[src/rtl/htd_pkg.sv]
// htd_pkg: shared FSM state encoding and default widths for the tagged-frame decoder family.
package htd_pkg;
  typedef enum logic [1:0] {IDLE, BODY, DROP} state_t;
  localparam int DATA_WIDTH_DEF = 8;
  localparam int LEN_WIDTH_DEF = 8;
endpackage

[src/rtl/htd_dec_if.sv]
// htd_dec_if: tagged-word input and decoded-frame output bundle of htd_dec.
interface htd_dec_if #(
  parameter int DATA_WIDTH = htd_pkg::DATA_WIDTH_DEF,
  parameter int LEN_WIDTH = htd_pkg::LEN_WIDTH_DEF
);
  logic [DATA_WIDTH:0] iv_data;
  logic i_data_wr;
  logic [DATA_WIDTH-1:0] ov_data;
  logic o_data_wr;
  logic o_sop;
  logic o_eop;
  logic [LEN_WIDTH-1:0] ov_frame_len;
  logic o_len_valid;
  logic o_err;
  modport master (
    output iv_data, i_data_wr,
    input ov_data, o_data_wr, o_sop, o_eop, ov_frame_len, o_len_valid, o_err
  );
  modport slave (
    input iv_data, i_data_wr,
    output ov_data, o_data_wr, o_sop, o_eop, ov_frame_len, o_len_valid, o_err
  );
endinterface

[src/rtl/htd_dec_len_cnt.sv]
// htd_dec_len_cnt: saturating frame-length counter; nxt is the count including the current word.
module htd_dec_len_cnt #(
  parameter int W = 8
) (
  input  logic         i_clk,
  input  logic         i_rst_n,
  input  logic         clr,
  input  logic         inc,
  output logic [W-1:0] nxt
);
  logic [W-1:0] cnt, base;
  always_comb begin
    base = clr ? '0 : cnt;
    nxt = (inc && !(&base)) ? base + W'(1) : base;
  end
  always_ff @(posedge i_clk or negedge i_rst_n) begin
    if (!i_rst_n) cnt <= '0;
    else cnt <= nxt;
  end
endmodule

[src/rtl/htd_dec.sv]
// htd_dec: tail-tag frame decoder with sop/eop/length strobes.
// Define HTD_DEC_LEN_CHECK_EN to truncate frames at MAX_LEN words and drop the remainder.
module htd_dec
  import htd_pkg::*;
#(
  parameter int DATA_WIDTH = DATA_WIDTH_DEF,
  parameter int LEN_WIDTH = LEN_WIDTH_DEF,
  parameter int MAX_LEN = 16
) (
  input logic i_clk,
  input logic i_rst_n,
  htd_dec_if.slave bus
);
  state_t state;
  logic v, tag, emit, start, over, eop;
  logic [LEN_WIDTH-1:0] len;
  assign v = bus.i_data_wr;
  assign tag = bus.iv_data[DATA_WIDTH];
  assign emit = v && state != DROP;
  assign start = v && state == IDLE;
`ifdef HTD_DEC_LEN_CHECK_EN
  assign over = emit && !tag && len == LEN_WIDTH'(MAX_LEN);
`else
  assign over = 1'b0;
`endif
  assign eop = emit && (tag || over);
  // Counter restarts on the first word of a frame, so len already counts the current word.
  htd_dec_len_cnt #(.W(LEN_WIDTH)) u_len_cnt (
    .i_clk(i_clk),
    .i_rst_n(i_rst_n),
    .clr(start),
    .inc(emit),
    .nxt(len)
  );
  always_ff @(posedge i_clk or negedge i_rst_n) begin
    if (!i_rst_n) begin
      state <= IDLE;
      bus.ov_data <= '0;
      bus.o_data_wr <= 1'b0;
      bus.o_sop <= 1'b0;
      bus.o_eop <= 1'b0;
      bus.ov_frame_len <= '0;
      bus.o_len_valid <= 1'b0;
      bus.o_err <= 1'b0;
    end else begin
      state <= !v ? state : tag ? IDLE : over ? DROP : (state == IDLE) ? BODY : state;
      bus.ov_data <= emit ? bus.iv_data[DATA_WIDTH-1:0] : bus.ov_data;
      bus.o_data_wr <= emit;
      bus.o_sop <= start;
      bus.o_eop <= eop;
      bus.ov_frame_len <= eop ? len : bus.ov_frame_len;
      bus.o_len_valid <= eop;
      bus.o_err <= over;
    end
  end
endmodule
[src/flat_wrapper.sv]
// flat-port wrapper written by rule: the top's interface ports become plain ports
module htd_dec_flat import htd_pkg::*;
#(
  parameter int DATA_WIDTH = DATA_WIDTH_DEF,
  parameter int LEN_WIDTH = LEN_WIDTH_DEF,
  parameter int MAX_LEN = 16
)
  (i_clk, i_rst_n, bus_iv_data, bus_i_data_wr, bus_ov_data, bus_o_data_wr, bus_o_sop, bus_o_eop, bus_ov_frame_len, bus_o_len_valid, bus_o_err);
  htd_dec_if #(.DATA_WIDTH(DATA_WIDTH), .LEN_WIDTH(LEN_WIDTH)) bus_i ();
  input logic i_clk;
  input logic i_rst_n;
  input wire logic [$bits(bus_i.iv_data)-1:0] bus_iv_data;
  input wire logic [$bits(bus_i.i_data_wr)-1:0] bus_i_data_wr;
  output wire logic [$bits(bus_i.ov_data)-1:0] bus_ov_data;
  output wire logic [$bits(bus_i.o_data_wr)-1:0] bus_o_data_wr;
  output wire logic [$bits(bus_i.o_sop)-1:0] bus_o_sop;
  output wire logic [$bits(bus_i.o_eop)-1:0] bus_o_eop;
  output wire logic [$bits(bus_i.ov_frame_len)-1:0] bus_ov_frame_len;
  output wire logic [$bits(bus_i.o_len_valid)-1:0] bus_o_len_valid;
  output wire logic [$bits(bus_i.o_err)-1:0] bus_o_err;
  assign bus_i.iv_data = bus_iv_data;
  assign bus_i.i_data_wr = bus_i_data_wr;
  assign bus_ov_data = bus_i.ov_data;
  assign bus_o_data_wr = bus_i.o_data_wr;
  assign bus_o_sop = bus_i.o_sop;
  assign bus_o_eop = bus_i.o_eop;
  assign bus_ov_frame_len = bus_i.ov_frame_len;
  assign bus_o_len_valid = bus_i.o_len_valid;
  assign bus_o_err = bus_i.o_err;
  htd_dec #(.DATA_WIDTH(DATA_WIDTH), .LEN_WIDTH(LEN_WIDTH), .MAX_LEN(MAX_LEN)) u_core (.i_clk(i_clk), .i_rst_n(i_rst_n), .bus(bus_i));
endmodule
[config.mk]
export PLATFORM = sky130hd
export DESIGN_NAME = htd_dec_flat
export DESIGN_NICKNAME = d
export VERILOG_FILES = /design/src/rtl/htd_pkg.sv /design/src/rtl/htd_dec_if.sv /design/src/rtl/htd_dec_len_cnt.sv /design/src/rtl/htd_dec.sv /design/src/flat_wrapper.sv
export SDC_FILE = /design/constraint.sdc
export NUM_CORES = 1
export LEC_CHECK = 0
export ABC_CLOCK_PERIOD_IN_PS = 1300
export CAP_MARGIN = 15
export CORE_ASPECT_RATIO = 0.8
export CORE_MARGIN = 5
export CORE_UTILIZATION = 41
export CTS_CLUSTER_DIAMETER = 120
export DETAILED_ROUTE_END_ITERATION = 12
export PLACE_DENSITY = 0.77
export SLEW_MARGIN = 20
export SYNTH_ARGS = -nofsm -noshare
export SYNTH_HDL_FRONTEND = slang
export SYNTH_HIERARCHICAL = 1
export SYNTH_SLANG_ARGS = --single-unit
[constraint.sdc]
create_clock -name i_clk -period 1.3 [get_ports i_clk]
set_input_delay 0.26 -clock i_clk [delete_from_list [all_inputs] [get_ports i_clk]]
set_output_delay 0.26 -clock i_clk [all_outputs]
set_load 0.01 [all_outputs]
==> run_results.csv <==
group,metric,value,unit
outcome,status,"finished, violations left",
outcome,violations,"negative setup slack",
sta,finalHoldViolations,0,
global_routing,grt.total_usage,14.1,%
critical_path,worst_setup_path_end_kind,"register",
final_layout,diodes,0,
route,routed_wl,2790,um
clock_network,clkSlewWorstSetupHoldPaths,140,ps
sta,report.final.slew_viol_count,0,
synth,synth_ff_type,"dfrtp_1",
hold_path,hold_path_class,"in -> async",
synth,syn-cell-area,1150,sq um
pwr,irDropWorstVdd,795,uV
final_layout,seq_area,701,sq um
final_layout,syn_to_final_growth,54.7,%
placed_design,gp_congestion,0.830,
route,ant_nets,0,
route,vias,858,
synth,post_synth.cell_area_avg,13.5,sq um
global_routing,grt_pass1_vias,954,
sta,period_needed,1360,ps
floorplan,die_y,57.3,um
critical_path,crit_arrival,1570,ps
route,drt_iter0_drc,15,
global_routing,grt_max_degree,29,
pwr,p_leak,0.000821,uW
synth,ys_seq_area_share,61.1,%
global_routing,grt_pass1_wl,4480,um
synth,synth-edff-count,0,
clock_network,clock_tree.buffer_depth,2,
synth,syn_nets,97,
synth,syn_inst,85,
clock_network,cts_made_buffers,3,
floorplan,initial_core_util,42.1,%
floorplan,coreArea,2720,sq um
critical_path,start_kind,"register",
synth,synth.most_common_cell,"dfrtp_1",
global_routing,antenna_found_initial,0,
synth,synth_top_area_cell,"dfrtp_1",
final_layout,final_nets,147,
route,drc,0,
sta,skew,8.95,ps
global_routing,grt_overflow,0,
clock_network,htree_levels,1,
pwr,p_per_area,1160,nW/um^2
synth,ys_ff_latch,28,
synth,synthTopCellsByCount,"dfrtp_1, mux2_2, a21oi_1, buf_4, nor2_1",
final_layout,num-fill-cells,219,
final_layout,multi_input_area,518,sq um
route,first_pass_iters,4,
synth,yosysWarnings,6,
clock_network,cts_tree,"yes",
synth,synth_top_cell_area_share,61.1,%
synth,synthArstFlopShare,100,%
placed_design,dp_hpwl,1830,um
floorplan,die-area,3960,sq um
critical_path,cp.required,1520,ps
floorplan,std_cell_rows,17,
placed_design,port_buffers,31,
final_layout,drive_gt1_share,46.6,%
critical_path,worstSetupPathType,"reg -> reg",
sta,rsz0062_at_grt,"yes",
sta,fin_tns_setup,-134,ps
pwr,power,2060,uW
clock_network,clkLatencyLatePin,320,ps
route,post_drt_wl_per_cell,16.3,um
sta,fin_ws,-57.2,ps
floorplan,die_w,69.1,um
route,via_per_inst,5.02,
final_layout,postLayoutCoreUtil,65.2,%
sta,fin_crit_sh,104,%
clock_network,cts_sinks,28,
flow_run,cap_violations,0,
synth,synthTopCellsByArea,"dfrtp_1, mux2_2, buf_4",
clock_network,root_buffer,"clkbuf_4",
clock_network,hold_buffers,0,
floorplan,io_pins,33,
critical_path,crit_path_max_fanout,3,
synth,yosysUniqueCellTypes,30,
sta,setup-violations-final,6,
sta,fmax,737,MHz
-- sequential cells by signal (all words and copies together), names as in the netlist --
name                     cells
u_core/u_len_cnt/cnt         8
u_core/bus.ov_data           8
u_core/bus.o_len_valid       1
u_core/bus.o_sop             1
u_core/state                 1
u_core/bus.o_data_wr         1
u_core/bus.ov_frame_len      8
-- layer usage --
metal / GRT usage [%] / share of wire, %
met1: 16.3 / 42
met2: 25.1 / 53
met3: 3.70 / 3.4
met4: 5.29 / 1.0
met5: 0 / 0
-- timing repair --
item | CTS | global route
pin swaps | 2 | 8
gates resized for setup | 33 | 38
setup buffers | 1 | 3
endpoints found under the setup margin | 33 | 25
-- per-stage QoR --
step	hold WS, ps	std cells	worst slack (ps)	area, sq um
2_1_floorplan	-35.6	85	1.26	1160
3_3_place_gp	491	164	-518	1610
3_5_place_dp	493	164	-596	1610
4_1_cts	269	168	-26.0	1650
5_1_grt	262	171	-51.8	1780
6_report	269	171	-57.2	1780
-- report_power, final --
part / total (uW) / internal [uW] / switching (uW) / leakage (uW)
Clock: 343 / 109 / 234 / 0.0000138
Combinational: 646 / 361 / 285 / 0.000451
Sequential: 1070 / 994 / 72.6 / 0.000356
Total: 2060 / 1460 / 592 / 0.000821
-- worst paths after layout --
| check | endpoint | cells past startpoint | startpoint | slack [ps] |
|---|---|---|---|---|
| hold / removal | u_core/bus.ov_data[1]$_DFFE_PN0P_ | 2 | i_rst_n | 270 |
| setup / recovery | u_core/bus.ov_frame_len[0]$_DFFE_PN0P_ | 5 | u_core/state[0]$_DFFE_PN0P_ | -60 |
| max in group asynchronous | u_core/u_len_cnt/cnt[4]$_DFF_PN0_ | 2 | i_rst_n | 870 |
| setup reg to reg | u_core/bus.ov_frame_len[0]$_DFFE_PN0P_ | 5 | u_core/state[0]$_DFFE_PN0P_ | -60 |
| hold reg to reg | u_core/bus.ov_data[7]$_DFFE_PN0P_ | 1 | u_core/bus.ov_data[7]$_DFFE_PN0P_ | 510 |
| min in group i_clk | u_core/bus.o_data_wr$_DFF_PN0_ | 2 | bus_i_data_wr | 410 |
-- critical path: stages, from the launching register on --
cell and delay, ps:
dfrtp_1 440, nor2b_4 170, nor2b_4 60, xnor2_2 190, o21ai_2 100, mux2_4 270
-- placed cells by master (no fill, tap or decap) --
cell type / netlist / routed
dfrtp_1: 28 / 28
clkdlybuf4s15_1: 0 / 17
mux2_2: 16 / 13
buf_4: 3 / 13
clkdlybuf4s50_1: 0 / 10
buf_6: 1 / 5
dlygate4sd2_1: 0 / 4
clkbuf_4: 0 / 3
mux2_4: 0 / 3
inv_1: 2 / 2
nor2b_4: 0 / 2
and3_4: 0 / 2
a311oi_2: 0 / 2
a21oi_2: 2 / 2
nor2_2: 0 / 2
a21oi_1: 3 / 2
a211oi_2: 0 / 2
nand2_1: 2 / 2
nand2_2: 1 / 1
mux2i_1: 1 / 1
conb_1: 1 / 1
buf_12: 0 / 1
and4_4: 0 / 1
and2b_1: 1 / 1
a21oi_4: 0 / 1
and2_4: 0 / 1
a21boi_2: 0 / 1
nand4_1: 1 / 1
o21bai_1: 1 / 1
a31oi_2: 0 / 1
and3_2: 2 / 1
nor3_2: 0 / 1
nand3_2: 0 / 1
xnor2_2: 0 / 1
o21ai_2: 0 / 1
a41oi_2: 0 / 1
nor2_1: 3 / 1
-- final cells by class --
cell class | instances | area share (%)
flip-flops and latches | 28 | 39.5
inverters | 2 | 0.423
repair buffers | 50 | 27.0
clock buffers | 3 | 1.27
multi-input cells | 50 | 29.2
well taps | 38 | 2.68
-- kinds of logic after synthesis --
logic type	synth area share (%)
compound gates	8.72
xor+xnor	0.763
buf+inv	4.03
flops	61.1
mux	16.6
other cells	0.327
simple gates	8.51
Power figures use the tool's default switching activity.
